**config.mk**
```make
export PLATFORM = sky130hd
export DESIGN_NAME = rob_commit_unit
export DESIGN_NICKNAME = d
export VERILOG_FILES = /design/src/rtl/rob_commit_unit.sv
export SDC_FILE = /design/constraint.sdc
export NUM_CORES = 1
export LEC_CHECK = 0
export ABC_AREA = 1
export BUFFER_PORTS_ARGS = -buffer_cell sky130_fd_sc_hd__buf_2
export CORE_AREA = 5 5 172 174
export CTS_BUF_LIST = sky130_fd_sc_hd__clkbuf_4 sky130_fd_sc_hd__clkbuf_8
export DETAILED_ROUTE_END_ITERATION = 6
export DIE_AREA = 0 0 177 179
export PLACE_DENSITY = 0.59
export SYNTH_ARGS = -nofsm -noshare
export SYNTH_HDL_FRONTEND = slang
export SYNTH_SLANG_ARGS = --single-unit
```
**constraint.sdc**
```tcl
create_clock -name clk_i -period 2.05 [get_ports clk_i]
set_clock_uncertainty 0.05 [all_clocks]
set_input_delay 0.205 -clock clk_i [delete_from_list [all_inputs] [get_ports clk_i]]
set_output_delay 0.205 -clock clk_i [all_outputs]
set_load 0.02 [all_outputs]
```
**src/rtl/rob_commit_unit.sv**
```systemverilog
// In-order retire stage behind the ROB: RF writeback, store release to memory,
// and misprediction/exception recovery followed by a fixed flush window.
module rob_commit_unit #(
  parameter int          ROBsize      = 16,
  parameter int          FLUSH_CYCLES = 2,
  parameter logic [63:0] EXC_VECTOR   = 64'h0000_0100,
  localparam int         addrSize     = $clog2(ROBsize)
) (
  input  logic                clk_i,
  input  logic                reset_i,
  input  logic [78:0]         commitReadData_i,
  input  logic [addrSize:0]   head_i,
  input  logic [63:0]         headExtra_i,
  output logic                updateHead_o,
  output logic                needToRestore_o,
  output logic                rfWriteEn_o,
  output logic [4:0]          rfWriteAddr_o,
  output logic [63:0]         rfWriteData_o,
  output logic [addrSize:0]   rfWriteTag_o,
  output logic                storeReq_o,
  output logic [63:0]         storeAddr_o,
  output logic [63:0]         storeData_o,
  input  logic                storeAck_i,
  output logic                redirect_o,
  output logic [63:0]         redirectPC_o,
  output logic [31:0]         retiredCount_o
);

  typedef enum logic [1:0] {RUN, STORE_WAIT, RESTORE, FLUSH} state_t;
  localparam int FW = (FLUSH_CYCLES > 1) ? $clog2(FLUSH_CYCLES) : 1;

  state_t        state;
  logic [FW-1:0] flush_cnt;

  logic        occupied, reg_write, is_store, is_branch, done, mispredict, exception;
  logic [4:0]  rd;
  logic [63:0] result;
  logic        unused_rsvd;

  assign occupied    = commitReadData_i[78];
  assign rd          = commitReadData_i[77:73];
  assign reg_write   = commitReadData_i[72];
  assign is_store    = commitReadData_i[71];
  assign is_branch   = commitReadData_i[70];
  assign done        = commitReadData_i[69];
  assign mispredict  = commitReadData_i[68];
  assign exception   = commitReadData_i[67];
  assign result      = commitReadData_i[63:0];
  assign unused_rsvd = ^commitReadData_i[66:64];

  logic ready, rf_ok, pop, wen, do_recover, do_store;
  assign ready = occupied & done;
  assign rf_ok = reg_write & (rd != 5'd0);

  // Exception outranks mispredict; stores hold the head until memory acks.
  always_comb begin
    pop        = 1'b0;
    wen        = 1'b0;
    do_recover = 1'b0;
    do_store   = 1'b0;
    if (!reset_i) begin
      case (state)
        RUN: if (ready) begin
          if (exception) begin
            pop        = 1'b1;
            do_recover = 1'b1;
          end else if (is_branch & mispredict) begin
            pop        = 1'b1;
            wen        = rf_ok;
            do_recover = 1'b1;
          end else if (is_store) begin
            do_store   = 1'b1;
          end else begin
            pop        = 1'b1;
            wen        = rf_ok;
          end
        end
        STORE_WAIT: pop = storeAck_i & occupied;
        default: ;
      endcase
    end
  end

  assign updateHead_o  = pop;
  assign rfWriteEn_o   = wen;
  assign rfWriteAddr_o = wen ? rd : 5'd0;
  assign rfWriteData_o = wen ? result : 64'd0;
  assign rfWriteTag_o  = pop ? head_i : '0;

  always_ff @(posedge clk_i) begin
    if (reset_i) begin
      state           <= RUN;
      flush_cnt       <= '0;
      storeReq_o      <= 1'b0;
      storeAddr_o     <= 64'd0;
      storeData_o     <= 64'd0;
      needToRestore_o <= 1'b0;
      redirect_o      <= 1'b0;
      redirectPC_o    <= 64'd0;
      retiredCount_o  <= 32'd0;
    end else begin
      if (pop) retiredCount_o <= retiredCount_o + 32'd1;
      needToRestore_o <= 1'b0;
      redirect_o      <= 1'b0;
      case (state)
        RUN: begin
          if (do_recover) begin
            state           <= RESTORE;
            needToRestore_o <= 1'b1;
            redirect_o      <= 1'b1;
            redirectPC_o    <= exception ? EXC_VECTOR : headExtra_i;
          end else if (do_store) begin
            state       <= STORE_WAIT;
            storeReq_o  <= 1'b1;
            storeAddr_o <= headExtra_i;
            storeData_o <= result;
          end
        end
        STORE_WAIT: if (storeAck_i) begin
          storeReq_o <= 1'b0;
          state      <= RUN;
        end
        RESTORE: begin
          state     <= FLUSH;
          flush_cnt <= '0;
        end
        FLUSH: begin
          if (flush_cnt == FW'(FLUSH_CYCLES - 1)) state <= RUN;
          else flush_cnt <= flush_cnt + FW'(1);
        end
        default: state <= RUN;
      endcase
    end
  end

endmodule
```
==> results.yml <==
floorplan:
  start_util_pct: 33.4
  dieHeight_microns: 179
  fp.dieW_microns: 177
  core_area_sq_um: 27600
  num_rows: 61
  io_pins: 454
  die-area_sq_um: 31700
run_status:
  violations: "setup timing"
  outcome: "finished, violations left"
drt:
  dr.first_iter.drc_count: 605
  num_vias: 10600
  drtAntennaViolNets: 0
  drt-wirelength-per-cell_microns: 16.2
  drc_errors: 0
  viasPerCell: 4.73
  routed_wl_microns: 36400
  firstDrtPassIters: 5
synthesis:
  postSynthAreaPerCell_sq_um: 7.25
  synth_area_sq_um: 9230
  synthCells: 1274
  ys_warn_count: 0
  synth-seq-cells: 229
  yosysUniqueCellTypes: 31
  synth_nets: 1426
  yosysSeqAreaShare_pct: 49.7
sta:
  period_minus_slack_ns: 2.18
  setup_viol: 64
  rsz0062_at_grt: "true"
  whs_ns: 0.147
  setup_tns_ns: -3.64
  period_share_pct: 106
  clock.fmax_mhz: 459
  tightest_slew_ns: 0.747
  slew_headroom_pct: 50.2
  finalHoldViolations: 0
  final-max-slew-violation-count: 0
  fin_ws_ns: -0.128
worst_setup_path:
  ff2ff_setup_slack_ns: 0.24
  crit_path_start: "state[0]"
  slowest_delay_ns: 0.35
  cp_max_fo: 16
  cp-end-kind: "output port"
  critPathArrivalTime_ns: 1.92
  cp_slowest_cell: "dfxtp_2"
  critical_path_class: "reg -> out"
  cp-start-kind: "flop"
  cp.required_ns: 1.79
  path_cells: "nor2_4 -> nand4_4 -> inv_2 -> nand3_4 -> buf_12 -> buf_4 -> nor2_1 -> buf_4"
  reg2reg_depth: 9
  r2r-end: "retiredCount_o[26]"
  r2r-start: "retiredCount_o[0]"
  worst_path_most_repeated_cell: "buf_4"
clock_network:
  cts_buffers: 42
  clockBufferDepth: 3
  numClockSinks: 229
  root_buffer: "clkbuf_8"
  insertion_delay_ns: 0.53
  clk_pin_slew_ns: 0.06
  h-tree-depth: 2
  cts_tree: "done"
flow_run:
  cap_violations: 0
placement:
  hpwl_microns: 24300
  gp_congestion: 0.896
  portBuffers: 450
  dpl_cell_area_sq_um: 11800
worst_hold_path:
  min_path_type: "in -> reg"
  hold-path-cell-count: 3
  min-delay-start: "reset_i"
  hold_path_end: "retiredCount_o[23]"
final_layout:
  final_nets: 1992
  stdcell_area_sq_um: 14400
  register_area_sq_um: 4590
  multi_input_area_sq_um: 3900
  n_fill_cell: 2627
  area.growth.synth_to_final_pct: 56.4
  drive_above_1_share_pct: 31.5
power_and_ir_drop:
  power_density_nw_per_um2: 721
  power.static_leakage_nw: 6.84
  ir_drop_mv: 0.491
global_route:
  antenna_found_initial: 2
  grt_pass1_vias: 10300
  grt-ovfl-total: 0
  grt_use_total_pct: 21.1
  grt_max_degree: 128
  grt_pass1_wl_microns: 54300
==> where the power goes <==
group | leakage, nW | internal (W) | switching [W]
sequential | 1.85 | 0.00454 | 0.0000542
combinational | 4.51 | 0.000466 | 0.000643
clock | 0.479 | 0.00283 | 0.00187
total | 6.84 | 0.00784 | 0.00257
==> per-layer routing <==
metal	vias to the layer above	GRT usage (%)	part of all wire, %
li1	5228	-	-
met1	4800	23.2	38
met2	480	36.4	47
met3	124	7.28	9.4
met4	2	10.9	5.3
met5	-	0	0.036
==> synth_stat cells (all sizes together) <==
master	count	area, sq um
ha	1	12.5
nand3	153	766
nand4	8	56.3
o21a	3	22.5
o21ai	136	681
inv	112	420
clkbuf	35	131
a211oi	1	12.5
o21bai	1	7.51
nand3b	2	15.0
a31oi	5	31.3
nand2	293	1110
o31ai	1	7.51
nor2	153	597
a21oi	78	390
and3	1	6.26
xnor2	2	17.5
buf	51	299
dfxtp	229	4580
xor2	5	43.8
nor3	4	20.0
==> layout make-up <==
type,count,area share (%)
well taps,378,3.28
flip-flops and latches,229,31.8
inverters,112,3.00
diodes,1,0.0173
multi-input cells,847,27.0
clock inverters,5,0.745
clock buffers,66,5.51
repair buffers,608,28.7
==> kinds of logic (layout without fill, tap and decap cells) <==
group,after synthesis,count (layout),share of synthesized area [%]
other cells,0,1,0
xor+xnor,7,7,0.664
simple gates,614,614,27.8
flops,229,229,49.7
buf+inv,198,791,9.22
fa+ha+maj,1,1,0.136
compound gates,225,225,12.5
==> registers in the layout, summed over array words and instances, names as in the netlist <==
register        count
storeAddr_o        64
storeData_o        64
redirect_o          1
redirectPC_o       64
storeReq_o          1
flush_cnt           1
retiredCount_o     32
state               2
==> cell usage in the layout, fill, tap and decap left out, types with 3 or more instances in the layout <==
cell	count
xor2_1	5
buf_12	9
clkbuf_8	48
nor3_1	4
nand3_1	152
inv_2	5
nor2_2	16
o21ai_1	57
nand2_1	291
buf_2	375
nand4_1	7
buf_4	78
inv_1	104
dfxtp_1	227
o21a_1	3
a31oi_1	5
dlygate4sd3_1	129
nor2_4	7
a21oi_1	78
bufinv_16	3
buf_6	16
o21ai_0	79
clkbuf_4	18
nor2_1	130
==> worst max path at each step <==
| stage | slack (ns) | end | cells after the start |
|---|---|---|---|
| global route | -0.24 | rfWriteData_o[17] | 8 |
| floorplan | 0.41 | retiredCount_o[18] | 8 |
| global placement | 0.22 | rfWriteData_o[3] | 8 |
| CTS | -0.13 | rfWriteData_o[29] | 8 |
| finish | -0.13 | rfWriteData_o[17] | 8 |
| detailed placement | 0.20 | rfWriteData_o[3] | 8 |
==> through the flow <==
stage          std cells  total power [W]  util (%)  setup WS, ns
2_1_floorplan       1274          0.00514         -         0.406
3_3_place_gp        2037          0.00554      42.7         0.216
3_5_place_dp        2037          0.00554      42.7         0.196
4_1_cts             2239           0.0105      51.3        -0.134
5_1_grt             2246           0.0108      52.2        -0.238
6_report            2246           0.0104      52.2        -0.128
==> what timing repair did <==
item	CTS	global route
pin swaps	2	2
cloned	0	3
hold endpoints to repair	194	0
setup endpoints to repair	76	76
buffers inserted	2	3
hold buffers	129	0
gates resized for setup	57	63
==> critical path: cells and delay by family (launching register included) <==
| family | cells | cell delay (ns) |
|---|---|---|
| buf+inv | 4 | 0.58 |
| simple gates | 4 | 0.43 |
| flops | 1 | 0.35 |
No activity file was read; power rests on OpenSTA's default activity.
